[config.mk]
export PLATFORM = sky130hd
export DESIGN_NAME = port_debounce
export DESIGN_NICKNAME = d
export VERILOG_FILES = /design/src/rtl/port_debounce.sv
export SDC_FILE = /design/constraint.sdc
export NUM_CORES = 1
export LEC_CHECK = 0
export ABC_AREA = 1
export CORE_MARGIN = 3
export CORE_UTILIZATION = 49
export DETAILED_ROUTE_END_ITERATION = 10
export PLACE_DENSITY = 0.77
export SLEW_MARGIN = 20
export SYNTH_ARGS = -nofsm -noshare
export SYNTH_HDL_FRONTEND = slang
export SYNTH_SLANG_ARGS = --single-unit
[constraint.sdc]
create_clock -name clk -period 1.58 [get_ports clk]
set_clock_uncertainty 0.05 [all_clocks]
set_input_delay 0.316 -clock clk [delete_from_list [all_inputs] [get_ports clk]]
set_output_delay 0.316 -clock clk [all_outputs]
set_load 0.02 [all_outputs]
[src/rtl/port_debounce.sv]
// port_debounce
//   Conditions raw push-button/switch lines before they reach the CPU input
//   port (PORTI). Each line is synchronised, debounced on a shared sample
//   tick, and yields a stable level, single-cycle edge pulses and sticky
//   rise-capture bits that software clears with a write-1-to-clear strobe.
//
// Parameters
//   WIDTH     number of input lines
//   PRESC     clk cycles per debounce sample tick (>=1, 1 = every cycle)
//   DB_TICKS  consecutive ticks a new level must persist before acceptance (>=1)
//
// Ports
//   clk       system clock
//   reset     asynchronous, active-low reset
//   din       raw asynchronous inputs
//   clr_en    capture-clear strobe (one cycle)
//   clr_mask  capture bits to clear when clr_en=1
//   dout      debounced level
//   rise      1-cycle pulse when dout[i] goes 0->1
//   fall      1-cycle pulse when dout[i] goes 1->0
//   cap       sticky rise capture, cleared via clr_en/clr_mask
//   any_cap   OR-reduction of cap
module port_debounce #(
    parameter int unsigned WIDTH    = 32,
    parameter int unsigned PRESC    = 1000,
    parameter int unsigned DB_TICKS = 4
) (
    input  logic             clk,
    input  logic             reset,
    input  logic [WIDTH-1:0] din,
    input  logic             clr_en,
    input  logic [WIDTH-1:0] clr_mask,
    output logic [WIDTH-1:0] dout,
    output logic [WIDTH-1:0] rise,
    output logic [WIDTH-1:0] fall,
    output logic [WIDTH-1:0] cap,
    output logic             any_cap
);

    localparam int unsigned CW = $clog2(DB_TICKS + 1);

    logic [WIDTH-1:0] sync1;
    logic [WIDTH-1:0] s;
    logic             tick;
    logic [CW-1:0]    cnt [WIDTH];
    logic [WIDTH-1:0] accept;
    logic [WIDTH-1:0] cap_nxt;

    // Two-flop synchroniser; first stage feeds nothing but the second.
    always_ff @(posedge clk or negedge reset) begin
        if (!reset) begin
            sync1 <= '0;
            s     <= '0;
        end else begin
            sync1 <= din;
            s     <= sync1;
        end
    end

    // Shared sample tick, high during the last cycle of each PRESC period.
    generate
        if (PRESC == 1) begin : g_tick_always
            assign tick = 1'b1;
        end else begin : g_tick_presc
            localparam int unsigned PW = $clog2(PRESC);
            logic [PW-1:0] presc_cnt;

            always_ff @(posedge clk or negedge reset) begin
                if (!reset) begin
                    presc_cnt <= '0;
                end else if (presc_cnt == PW'(PRESC - 1)) begin
                    presc_cnt <= '0;
                end else begin
                    presc_cnt <= presc_cnt + 1'b1;
                end
            end

            assign tick = (presc_cnt == PW'(PRESC - 1));
        end
    endgenerate

    // A bit is accepted on the tick that completes DB_TICKS agreeing samples.
    always_comb begin
        accept = '0;
        for (int unsigned i = 0; i < WIDTH; i++) begin
            accept[i] = tick && (s[i] != dout[i]) && (cnt[i] == CW'(DB_TICKS - 1));
        end
    end

    // A fresh rise sets the capture even when the same bit is being cleared.
    assign cap_nxt = rise | (cap & ~({WIDTH{clr_en}} & clr_mask));

    always_ff @(posedge clk or negedge reset) begin
        if (!reset) begin
            for (int unsigned i = 0; i < WIDTH; i++) begin
                cnt[i] <= '0;
            end
            dout    <= '0;
            rise    <= '0;
            fall    <= '0;
            cap     <= '0;
            any_cap <= 1'b0;
        end else begin
            for (int unsigned i = 0; i < WIDTH; i++) begin
                if (s[i] == dout[i]) begin
                    // Any return to the current level restarts qualification.
                    cnt[i] <= '0;
                end else if (tick) begin
                    if (accept[i]) begin
                        cnt[i] <= '0;
                    end else begin
                        cnt[i] <= cnt[i] + 1'b1;
                    end
                end
            end
            dout    <= dout ^ accept;
            rise    <= accept & s;
            fall    <= accept & ~s;
            cap     <= cap_nxt;
            any_cap <= |cap_nxt;
        end
    end

endmodule

==> run metrics <==
post-synth top area cell=dfrtp_1; fmax=~560 MHz; sequential power share=a little under half; Final Max Slew Viols=0; first-pass GRT wire length=~50000 um; Core Box Area=roughly 25000 sq um; Initial Utilization=about half; final period utilization=114%; Overflow after GRT=0; Synth Register Bits=between 200 and 300; H-tree levels=2; Placement Cell Area=approximately 15000 sq um; Post-Place Cells=roughly 1900; pwr dens=958 nW/um^2; detailed-route via count=slightly below 10000; async set-reset flop share out of synthesis=between 90% and 100%; Finished Layout Cells=approximately 2000; Die W=165 um; CP required=around 2.0 ns; RSZ-0062 raised after global routing=true; Synth cell types=24; Slew HR=~57%; Iter 0 DRT Violations=675; Post-synth EDFFs=0; die area=roughly 27000 sq um; mapped cell area=about 12000 sq um; Total Routing Usage GR=22.7%; fin nets=~1700; sequential area share after synthesis=60.5%; Comb pwr share=approximately 4.1%; clock sink count=between 200 and 300; initial antenna violation count=0; Area contributors post-synth=dfrtp_1 (60%), nand2_1 (11%), inv_1 (6.0%); vias per inst=5.05; die height=between 150 and 200 um; switching pwr=3.43 mW; final instance area=17300 sq um; crit-path max FO=10; Max Cap Violations=0; complex-gate fraction of the synthesized area=between 1.5 and 2%; fraction of layout cells with a size suffix above 1=24.2%; Post-Synth Simple-Gate Area=25.2%; final number of hold-violating endpoints=0; adder-cell area share of the yosys netlist=under 10%; most frequent cells after synthesis=nand2_1 (371), dfrtp_1 (299), inv_1 (198); WHS=0.201 ns; antenna cells=0; DR pass1 iterations=5; Synth Area in XOR/XNOR=about 2.3%; Rows=between 50 and 60; drc violations=0; actual slew at the worst max-slew pin=between 0.6 and 0.7 ns; VDD IR-drop max=between 0.8 and 0.9 mV; Skew-Pair Late Insertion Delay=a little over 0.5 ns; main flop type after synthesis=dfrtp_1; final core occ=around 71%; Root Driver=clkbuf_16; Fillers=approximately 1700; Sw Ratio=about a fifth; critical path type=reg2reg; Routed Antenna Nets=0; crit end category=register; DR WL met2=16800 um; DP HPWL=approximately 20000 um; Worst Hold Class=in2reg; status=complete, but fails checks; startpoint class of the critical path=register; Ports=about 200; Avg Inst Size Synth=9.40 sq um; failing checks=setup timing; proportion of synthesized area in mux cells=0%; Ys Warns=0; RePlAce Congestion=0.806; Met3 Routed Length=about 1900 um; Worst Setup Slack, final=-0.214 ns; CTS buffer count=34; LEAKAGE=around 10 nW; largest family of logic cells by synthesized area=simple AND/OR/NAND/NOR gates; clk slew on worst S/H paths=around 0.06 ns; drt total wl=32500 um; syn nets=approximately 1400; largest net degree at the start of global routing=between 40 and 50; CP arrival=about 2.2 ns; Cells after Synth=~1300; internal power=approximately 13 mW; synth-to-layout area growth=39.9%; top sig layer=met4; Synth top area share=between 60% and 70%; most frequent cell after synthesis=nand2_1; Routed WL per cell=about 17 um; Sum Neg Setup Slack=-17.23 ns; clock group share of total power=around half; Port Buffers=about 200; Clock Path Buffers=3; Tmin final=about 1.8 ns; vias in the first global route=a little over 10000; met1 WL=approximately 13000 um; final-report setup violation count=between 150 and 200; CTS tree=done
final timing paths:
path | cells after the start | end | startpoint | slack, ns
max in group asynchronous | 4 | dout[17]$_DFF_PN0_ | reset | 0.59
hold reg to reg | 0 | s[6]$_DFF_PN0_ | sync1[6]$_DFF_PN0_ | 0.29
hold / removal | 1 | sync1[7]$_DFF_PN0_ | din[7] | 0.20
min in group asynchronous | 2 | cnt[76]$_DFFE_PN0P_ | reset | 0.24
setup / recovery | 8 | rise[13]$_DFF_PN0_ | g_tick_presc.presc_cnt[0]$_DFF_PN0_ | -0.21
setup reg to reg | 8 | rise[13]$_DFF_PN0_ | g_tick_presc.presc_cnt[0]$_DFF_PN0_ | -0.21
layout make-up:
cell class	instances	area, sq um	area share, %
well taps	324	405	2.34
clock buffers	51	1020	5.88
repair inverters	1	16.3	0.0939
repair buffers	276	2810	16.2
multi-input cells	798	4650	26.9
inverters	199	786	4.54
flip-flops and latches	299	7480	43.2
clock inverters	8	144	0.831
layout by cell type (no fill, tap or decap), types with 36 or more instances in the layout:
cell             synthesis  final
nand2_4                  0     40
clkdlybuf4s50_1          0     64
nand4_1                 37     37
inv_1                  198    158
clkbuf_16                0     42
nand3_1                 74     51
nand2_1                371    302
clkbuf_2                 0     36
dfrtp_1                299    299
nor2_1                 151    140
buf_4                    5     40
layer usage:
layer / up-vias / track usage [%]
met1: 4806 / 27.6
li1: 4645 / -
met3: 100 / 4.56
met5: - / 0
met2: 336 / 40.1
met4: 0 / 7.97
power groups by stage:
stage          Combinational [mW]  Clock, mW  Sequential (mW)
2_1_floorplan               0.169          0             7.93
3_3_place_gp                0.601          0             7.94
3_5_place_dp                0.612          0             7.94
4_1_cts                     0.638       8.20             7.80
5_1_grt                     0.749       8.61             7.81
6_report                    0.676       8.10             7.81
per-stage QoR:
step | power, mW | setup slack, ns
after floorplan | 8.10 | 0.0265
after global placement | 8.54 | -0.483
after detailed placement | 8.55 | -0.544
after CTS | 16.6 | -0.0858
after global routing | 17.2 | -0.242
final | 16.6 | -0.214
logic make-up (layout without fill, tap and decap cells):
logic type               Yosys count  after routing
AO/OA/AOI/OAI                     39             39
XOR/XNOR                          33             33
adder cells (fa/ha/maj)           33             33
buffers and inverters            219            535
flip-flops                       299            299
AND/OR/NAND/NOR                  693            693
sequential cells by signal (all words and copies together) (netlist names), 10 cells and up:
name	flops
fall	32
cnt	96
dout	32
g_tick_presc.presc_cnt	10
sync1	32
cap	32
rise	32
s	32
worst max-delay path, stage by stage (launching register included):
cell,delay [ns]
dfrtp_1,0.40
ha_4,0.17
nand2_4,0.07
buf_6,0.13
nor4_4,0.21
buf_6,0.19
buf_12,0.15
nand4_1,0.15
nor2_1,0.16
timing repair:
| item | CTS | global route |
|---|---|---|
| cloned | 7 | 6 |
| setup endpoints to repair | 299 | 278 |
| buffers inserted | 14 | 14 |
| hold endpoints to repair | 148 | 0 |
| hold buffers | 1 | 0 |
| pin swaps | 10 | 30 |
| gates resized for setup | 320 | 276 |
(Power assumes the default switching activity.)
